===== src/rtl/fir_pkg.sv =====
// Shared constants for the FIR filter and the blocks around it.
// The FIR output width and gain shift are used on both the source side
// and by the output formatter, so they live here in one place.
package fir_pkg;

    // Width of the FIR accumulator output (yout).
    localparam int FIR_OUT_W      = 29;

    // Width of a formatted sample delivered to the DAC/stream side.
    localparam int SAMPLE_W       = 12;

    // The coefficient sum is 2098, close enough to 2^11 that a shift by 11
    // removes the DC gain with a small (~2.4 %) residual gain error.
    localparam int FIR_GAIN_SHIFT = 11;

    // Exact coefficient sum, used when checking the end-to-end gain.
    localparam int FIR_COEF_SUM   = 2098;

    // Default number of entries in the output FIFO.
    localparam int FMT_FIFO_DEPTH = 4;

endpackage


===== src/rtl/fir_sfifo.sv =====
// Synchronous first-word-fall-through FIFO.
// rdata always shows the head entry while the FIFO is non-empty and reads
// as zero when empty, so the consumer never sees stale storage.
// Occupancy is tracked by an explicit level counter; full/empty come from
// it, so pointers simply wrap modulo DEPTH (DEPTH is a power of two).
// A push while full is accepted only when a pop happens on the same edge;
// the popped slot is the one being overwritten, so ordering is preserved.
module fir_sfifo
    import fir_pkg::*;
#(
    parameter int WIDTH = SAMPLE_W,
    parameter int DEPTH = FMT_FIFO_DEPTH
) (
    input  logic                     clk,
    input  logic                     rst_n,
    input  logic                     push,
    input  logic                     pop,
    input  logic [WIDTH-1:0]         wdata,
    output logic [WIDTH-1:0]         rdata,
    output logic [$clog2(DEPTH):0]   level,
    output logic                     full,
    output logic                     empty
);

    localparam int AW = $clog2(DEPTH);

    logic [WIDTH-1:0] mem_q [DEPTH];

    logic [AW-1:0]    wr_ptr_q;
    logic [AW-1:0]    wr_ptr_d;
    logic [AW-1:0]    rd_ptr_q;
    logic [AW-1:0]    rd_ptr_d;
    logic [AW:0]      level_q;
    logic [AW:0]      level_d;

    logic             pop_ok;
    logic             push_ok;

    assign full   = (level_q == (AW+1)'(DEPTH));
    assign empty  = (level_q == '0);
    assign level  = level_q;
    assign rdata  = empty ? '0 : mem_q[rd_ptr_q];

    // Qualify requests so an illegal pop/push never corrupts the pointers.
    always_comb begin
        pop_ok  = pop & ~empty;
        push_ok = push & (~full | pop_ok);
    end

    // Next-state for pointers and occupancy.
    always_comb begin
        wr_ptr_d = wr_ptr_q;
        rd_ptr_d = rd_ptr_q;
        level_d  = level_q;
        if (push_ok) begin
            wr_ptr_d = wr_ptr_q + 1'b1;
        end
        if (pop_ok) begin
            rd_ptr_d = rd_ptr_q + 1'b1;
        end
        case ({push_ok, pop_ok})
            2'b10:   level_d = level_q + 1'b1;
            2'b01:   level_d = level_q - 1'b1;
            default: level_d = level_q;
        endcase
    end

    // Pointer and occupancy registers, cleared by the async reset.
    always_ff @(posedge clk or negedge rst_n) begin
        if (!rst_n) begin
            wr_ptr_q <= '0;
            rd_ptr_q <= '0;
            level_q  <= '0;
        end else begin
            wr_ptr_q <= wr_ptr_d;
            rd_ptr_q <= rd_ptr_d;
            level_q  <= level_d;
        end
    end

    // Storage write; contents need no reset because empty masks rdata.
    always_ff @(posedge clk) begin
        if (push_ok) begin
            mem_q[wr_ptr_q] <= wdata;
        end
    end

endmodule


===== src/rtl/fir_out_formatter.sv =====
// Output formatter for the parallel FIR filter.
// Each FIR result is rounded half-up, shifted right by SHIFT to remove the
// filter DC gain, saturated to an OUT_W-bit unsigned sample and pushed into
// a small FWFT FIFO that feeds a ready/valid consumer.
//
// Handshake: a sample transfers on every rising edge where out_valid and
// out_ready are both high; out_valid depends only on FIFO occupancy and
// never on out_ready, and out_data is stable while out_valid is high and
// out_ready is low.
//
// The FIR cannot be stalled, so a formatted sample that finds the FIFO full
// (with no pop on the same edge) is dropped and the sticky overflow flag is
// raised. overflow is cleared by reset or by clear; a drop wins over clear.
module fir_out_formatter
    import fir_pkg::*;
#(
    parameter int IN_W  = FIR_OUT_W,
    parameter int OUT_W = SAMPLE_W,
    parameter int SHIFT = FIR_GAIN_SHIFT,
    parameter int DEPTH = FMT_FIFO_DEPTH
) (
    input  logic                     clk,
    input  logic                     rst_n,
    input  logic                     in_valid,
    input  logic [IN_W-1:0]          in_data,
    output logic                     out_valid,
    input  logic                     out_ready,
    output logic [OUT_W-1:0]         out_data,
    output logic [$clog2(DEPTH):0]   level,
    output logic                     sat_flag,
    output logic                     overflow,
    input  logic                     clear
);

    // Half an output LSB, added before the shift for round-half-up.
    localparam logic [IN_W:0] RND_ADD = (IN_W+1)'(1) << (SHIFT-1);
    // Largest representable output sample, extended to the working width.
    localparam logic [IN_W:0] OUT_MAX = (IN_W+1)'((64'd1 << OUT_W) - 64'd1);

    // Rounding arithmetic, one bit wider than the input so it cannot wrap.
    logic [IN_W:0]    sum_w;
    logic [IN_W:0]    rnd_w;
    logic             clip_w;
    logic [OUT_W-1:0] fmt_val_w;

    // Format stage registers.
    logic             fmt_v_q;
    logic             fmt_v_d;
    logic [OUT_W-1:0] fmt_data_q;
    logic [OUT_W-1:0] fmt_data_d;
    logic             sat_q;
    logic             sat_d;

    // Overflow reporting.
    logic             ovf_q;
    logic             ovf_d;

    // FIFO control.
    logic             fifo_full;
    logic             fifo_empty;
    logic             pop_w;
    logic             push_w;
    logic             drop_w;

    // Round half-up, shift, and clip to the output range.
    always_comb begin
        sum_w     = {1'b0, in_data} + RND_ADD;
        rnd_w     = sum_w >> SHIFT;
        clip_w    = (rnd_w > OUT_MAX);
        fmt_val_w = clip_w ? {OUT_W{1'b1}} : rnd_w[OUT_W-1:0];
    end

    // Format stage next-state: valid and sat follow in_valid by one cycle,
    // data holds its last value when no new sample arrives.
    always_comb begin
        fmt_v_d    = in_valid;
        sat_d      = in_valid & clip_w;
        fmt_data_d = in_valid ? fmt_val_w : fmt_data_q;
    end

    // Format stage registers.
    always_ff @(posedge clk or negedge rst_n) begin
        if (!rst_n) begin
            fmt_v_q    <= 1'b0;
            fmt_data_q <= '0;
            sat_q      <= 1'b0;
        end else begin
            fmt_v_q    <= fmt_v_d;
            fmt_data_q <= fmt_data_d;
            sat_q      <= sat_d;
        end
    end

    // Push/pop decisions; a push at full is legal only alongside a pop.
    always_comb begin
        pop_w  = ~fifo_empty & out_ready;
        push_w = fmt_v_q & (~fifo_full | pop_w);
        drop_w = fmt_v_q & fifo_full & ~pop_w;
    end

    // Sticky overflow: a drop sets it and overrides a simultaneous clear.
    always_comb begin
        ovf_d = ovf_q;
        if (drop_w) begin
            ovf_d = 1'b1;
        end else if (clear) begin
            ovf_d = 1'b0;
        end
    end

    // Overflow register.
    always_ff @(posedge clk or negedge rst_n) begin
        if (!rst_n) begin
            ovf_q <= 1'b0;
        end else begin
            ovf_q <= ovf_d;
        end
    end

    fir_sfifo #(
        .WIDTH (OUT_W),
        .DEPTH (DEPTH)
    ) u_fifo (
        .clk   (clk),
        .rst_n (rst_n),
        .push  (push_w),
        .pop   (pop_w),
        .wdata (fmt_data_q),
        .rdata (out_data),
        .level (level),
        .full  (fifo_full),
        .empty (fifo_empty)
    );

    assign out_valid = ~fifo_empty;
    assign sat_flag  = sat_q;
    assign overflow  = ovf_q;

endmodule

===== config.mk =====
export PLATFORM = sky130hd
export DESIGN_NAME = fir_out_formatter
export DESIGN_NICKNAME = d
export VERILOG_FILES = /design/src/rtl/fir_pkg.sv /design/src/rtl/fir_sfifo.sv /design/src/rtl/fir_out_formatter.sv
export SDC_FILE = /design/constraint.sdc
export NUM_CORES = 1
export LEC_CHECK = 0
export CORE_AREA = 2 2 89 91
export CTS_CLUSTER_DIAMETER = 60
export DETAILED_ROUTE_END_ITERATION = 8
export DIE_AREA = 0 0 91 93
export PLACE_DENSITY = 0.67
export REMOVE_ABC_BUFFERS = 1
export SLEW_MARGIN = 20
export SYNTH_ARGS = -nofsm -noshare
export SYNTH_HDL_FRONTEND = slang
export SYNTH_SLANG_ARGS = --single-unit

===== constraint.sdc =====
create_clock -name clk -period 2.8 [get_ports clk]
set_clock_uncertainty 0.1 [all_clocks]
set_input_delay 0.84 -clock clk [delete_from_list [all_inputs] [get_ports clk]]
set_output_delay 0.84 -clock clk [all_outputs]
set_load 0.005 [all_outputs]

Word-level counts from Yosys, hierarchy flattened
Memory sizes are Yosys's and may differ from the RTL's.
Cells that the tools add are included.
Storage, ports and cells
  register bits after elaboration: 22
  bits in latches: 0
  RAM bits: 48
  ROM bits: 0
  input port bits: 34
  output and inout bits: 18
  logic and storage cells: 39
  memories kept: 1
Cells by class
  add/subtract/negate cells: 5
  multipliers: 0
  div/mod/pow operators: 0
  order comparisons: 1
  eq/ne operators: 3
  shift operators: 0
  mux-type cells: 7
  bitwise gates (word level): 12
  reduce and logical (&&, ||, !) cells: 3
Memories
  u_fifo.mem_q: depth 4, width 12, read ports 1, clocked after Yosys merged registers in 0, write ports 1, line fir_sfifo.sv:27  | logic [WIDTH-1:0] mem_q [DEPTH];
Operators with widths (number)
  adder 29 x 11 -> 30 bit, second input constant: 1
  2-to-1 mux 12 bit: 2
  > comparator 19 x 12 -> 1 bit, second input constant: 1
  AND 1 bit: 7
  case mux 3 bit (2 select lines): 1
  adder 2 x 1 -> 2 bit, second input constant: 2
  2-to-1 mux 1 bit: 4
  nonzero test 2 bit: 2
  adder 3 x 1 -> 3 bit, second input constant: 1
  equality test 3 bit, second input constant: 1
  zero test 3 bit: 1
  inverter 1 bit: 3
  subtractor 3 x 1 -> 3 bit, second input constant: 1
  equality test 2 x 1 -> 1 bit, second input constant: 1
  equality test 2 bit, second input constant: 1
  OR 1 bit: 2

Depth between registers and ports, before layout
  depth after elaboration: 8
  depth in mapped cells: 10
  mapped depth without buffers: 9

Modules after synthesis
Synthesis repeated with hierarchy kept, for this count alone.
Unflattened totals
  cells, all modules: 232
  area, all modules: 3245.6 um2
By module, submodules not included
  fir_sfifo: times used 1, cells an instance 129, area each 2328.5 um2, sequential area each 1616.6 um2
  fir_out_formatter: times used 1, cells an instance 103, area each 917.1 um2, sequential area each 375.4 um2

Worst setup path after synthesis
OpenSTA, ideal clock, no wires.
  path type: input port to flip-flop
  start: input port in_data[10]
  end: register fmt_data_q[10]
  library setup time: 138 ps
  arrival: 2384 ps
  data required time: 2562 ps
  slack: 177 ps
  stages on the path: 7
  path buffers: 1
  path through: ha_1 > nand3_1 > or4_4 > o31a_1 > buf_6 > nor4_2 > a31oi_1
On the way
  cells in the longest elaborated chain, start to end: 3
RTL lines
  from (decl): line fir_out_formatter.sv:25  | input logic [IN_W-1:0] in_data,
  adder 29 x 11 -> 30 bit (*): line fir_out_formatter.sv:67  | sum_w = {1'b0, in_data} + RND_ADD;
  > comparator 19 x 12 -> 1 bit: line fir_out_formatter.sv:69  | clip_w = (rnd_w > OUT_MAX);
  2-to-1 mux 12 bit (*): line fir_out_formatter.sv:70  | fmt_val_w = clip_w ? {OUT_W{1'b1}} : rnd_w[OUT_W-1:0];
  to (signal assigned): line fir_out_formatter.sv:89  | fmt_data_q <= fmt_data_d;
  to (decl): line fir_out_formatter.sv:49  | logic [OUT_W-1:0] fmt_data_q;
Mark *: on every way between the ends. The rest lies on a longest branch, timed or not.
A chain may end at the register's enable or synchronous reset.

Final worst setup path
  start: register u_fifo.rd_ptr_q[0]
  end: output port out_data[11]
On the way
  cells in the longest elaborated chain, start to end: 2
RTL lines
  from (decl): line fir_sfifo.sv:31  | logic [AW-1:0] rd_ptr_q;
  from (signal assigned): line fir_sfifo.sv:76  | rd_ptr_q <= rd_ptr_d;
  memory read (4 x 12 bit)
  2-to-1 mux 12 bit: line fir_sfifo.sv:42  | assign rdata = empty ? '0 : mem_q[rd_ptr_q];
  to (decl): line fir_out_formatter.sv:28  | output logic [OUT_W-1:0] out_data,
No other way between the ends.

==> flow_summary.ini <==
[synth]
synthCells = 229
synth.top_cell.area_share = 0.442
ys_seq_elements = 70
netlist_area_um2 = 3260
synth.distinct_cells = 37
synth_ff_type = edfxtp_1
synth-async-reset-ratio = 0.314
seq_area_frac_synth = 0.611
yosys.area.top_type = edfxtp_1
synth-edff-count = 48
yosys-top-cells-area = edfxtp_1 (44%), dfrtp_1 (17%), mux4_2 (8.3%)
syn_area_per_cell_um2 = 14.2
yosysWarnings = 0

[sta]
finalHoldViolations = 0
slew_viol_final = 0
slew_headroom = 0.570
post-route-min-period_ns = 2.74
layout_setup_ws_ns = 0.0645
worst_pin_slew_ns = 0.645
fmax_ghz = 0.366
fin_crit_sh = 0.977
setup_viol = 0

[critical_path]
crit_path_end_kind = output pin
worstSetupStartpointType = flop
cp.required_ns = 1.86
worstSetupPathType = reg2out
worstPathCellList = clkbuf_16 -> mux4_2 -> and2_1 -> dlygate4sd2_1
reg2reg_slack_ns = 0.64
cpMaxStageDelayCell = mux4_2
slowest_delay_ns = 0.50
worst-path-max-fanout = 6
crit_arrival_ns = 1.80

[global_routing]
gr-usage-all-layers = 0.145
antenna_found_initial = 0
grt_start_max_net_pins = 23
grt_pass1_vias = 2002
grt_pass1_wl_um = 9520
grt_overflow = 0

[pwr]
p_clk_frac = 0.247
pwr-share-seq = 0.416
pwr-share-comb = 0.337
ir_drop_mv = 0.234
switching_share = 0.272
powerDensity_nw_per_um2 = 716
internal_power_uw = 2280
p_leak_uw = 0.00151
p_sw_uw = 851

[layout]
areaGrowthSynthToFinish_pct = 34.0
final_common_cell = edfxtp_1
n_fill_cell = 639
final_cell_mix = edfxtp_1 (48), buf_4 (32), dfrtp_1 (21), clkdlybuf4s50_1 (19), nor2_1 (18)
diodes = 0
fin_nets = 349
layout-drive-gt1-share = 0.291
final_cells = 415

[routing]
routed_via_density = 4.98
drc = 0
antenna_left = 0
first_pass_iters = 4
drt_iter0_markers = 75
wire_per_inst_um = 14.4
wl_um = 5990
route.vias.total = 2065

[placement]
place_ws_ns = -0.464
place_congestion = 0.756
port_buffers = 41
dp_hpwl_um = 4110
dp.cells = 394

[job]
maxCapViolCount = 0

[die]
die_h_um = 93
die_area_um2 = 8460
ios = 52
core-area_um2 = 7530
die_x_um = 91
start_util = 0.433
num_rows = 32

[hold_path]
hp-class = reg2reg

[cts]
clock-sinks = 70
tritoncts = yes
numCtsBuffers = 9
ctsRootBufferMaster = clkbuf_8
clk_pin_slew_ns = 0.07
htreeDepth = 3
clockBufferDepth = 2
insertion_delay_ns = 0.32

[run_status]
status = completed
==> per-layer routing <==
| layer | part of all wire | track usage | vias up | wire, µm |
|---|---|---|---|---|
| li1 | - | - | 1019 | - |
| met1 | 0.44 | 0.180 | 986 | 2620 |
| met2 | 0.51 | 0.249 | 50 | 3040 |
| met3 | 0.037 | 0.0201 | 10 | 223 |
| met5 | 0 | 0 | - | 0 |
| met4 | 0.019 | 0.0758 | 0 | 112 |
==> path summary, 6_finish.rpt <==
path	startpoint	endpoint	cells after the start
hold / removal	fmt_v_q$_DFF_PN0_	overflow$_DFFE_PN0P_	2
setup / recovery	u_fifo.rd_ptr_q[0]$_DFFE_PN0P_	out_data[11]	4
hold reg to reg	fmt_v_q$_DFF_PN0_	overflow$_DFFE_PN0P_	2
min in group asynchronous	rst_n	u_fifo.level[1]$_DFFE_PN0P_	2
setup reg to reg	u_fifo.level[0]$_DFFE_PN0P_	u_fifo.level[2]$_DFFE_PN0P_	10
max in group asynchronous	rst_n	u_fifo.rd_ptr_q[0]$_DFFE_PN0P_	2
==> per-stage QoR <==
stage | utilization | setup TNS (ns) | hold WS (ns) | cell area, µm² | total power, µW
floorplan | - | 0 | 0.342 | 3200 | 1810
global placement | 0.535 | -7.55 | 0.366 | 4020 | 2310
detailed placement | 0.535 | -8.93 | 0.379 | 4020 | 2340
CTS | 0.564 | 0 | 0.396 | 4250 | 3060
global route | 0.580 | -0.0110 | 0.438 | 4370 | 3310
finish | 0.580 | 0 | 0.386 | 4370 | 3130
==> area by class of cell <==
type / instances / area [µm²] / area share
Clock inverter: 4 / 47.5 / 0.0109
Clock buffer: 12 / 145 / 0.0332
Inverter: 13 / 48.8 / 0.0112
Multi-Input combinational cell: 136 / 1240 / 0.285
Sequential cell: 70 / 1990 / 0.456
Timing Repair Buffer: 78 / 761 / 0.174
Tap cell: 102 / 128 / 0.0292
==> state kept, by name (all words and copies together), names as in the netlist <==
register	flops
overflow	1
fmt_data_q	12
u_fifo.rd_ptr_q	2
fmt_v_q	1
sat_flag	1
u_fifo.level	3
u_fifo.wr_ptr_q	2
u_fifo.mem_q	48
==> power by group through the flow <==
stage	logic, µW	registers (µW)	clock network [µW]
5_1_grt	1170	1310	831
3_5_place_dp	1030	1310	0
4_1_cts	981	1290	792
2_1_floorplan	453	1360	0
3_3_place_gp	1010	1310	0
6_report	1050	1300	773
==> kinds of logic (layout without fill, tap and decap cells) <==
| logic type | count (synthesis) | after routing | share of synthesized area |
|---|---|---|---|
| buffers and inverters | 24 | 107 | 0.0330 |
| AOI/OAI and AO/OA | 20 | 21 | 0.0384 |
| and+or+nand+nor | 76 | 76 | 0.151 |
| adders and majority gates | 7 | 7 | 0.0292 |
| DFF | 70 | 70 | 0.611 |
| muxes | 14 | 14 | 0.0891 |
| xor gates and xnor gates | 18 | 18 | 0.0484 |
==> synthesized netlist by cell type, types with 3 or more instances <==
master,instances
edfxtp_1,48
dfrtp_1,22
nor2_1,18
and2_1,17
a31oi_1,13
inv_1,13
mux4_2,12
xnor2_1,9
xor2_1,9
nor4_2,8
ha_1,6
nand2_1,6
nor4_1,6
clkbuf_1,5
nand3_1,4
nor3_1,4
o21ai_0,3
==> what timing repair did <==
| action | 4_1_cts | 5_1_grt |
|---|---|---|
| hold buffers | 0 | 0 |
| pin swaps | 2 | 10 |
| setup buffers | 1 | 2 |
| setup endpoints to repair | 26 | 22 |
| cloned | 0 | 2 |
| resized for setup | 18 | 26 |
| endpoints found under the hold margin | 0 | 0 |
==> critical path, delay by kind of cell (launching register included) <==
kind                   cells  cell delay, ns
muxes                      1            0.50
buffers and inverters      2            0.42
DFF                        1            0.41
and+or+nand+nor            1            0.15
Note: power is estimated with default switching activity, not from simulation.
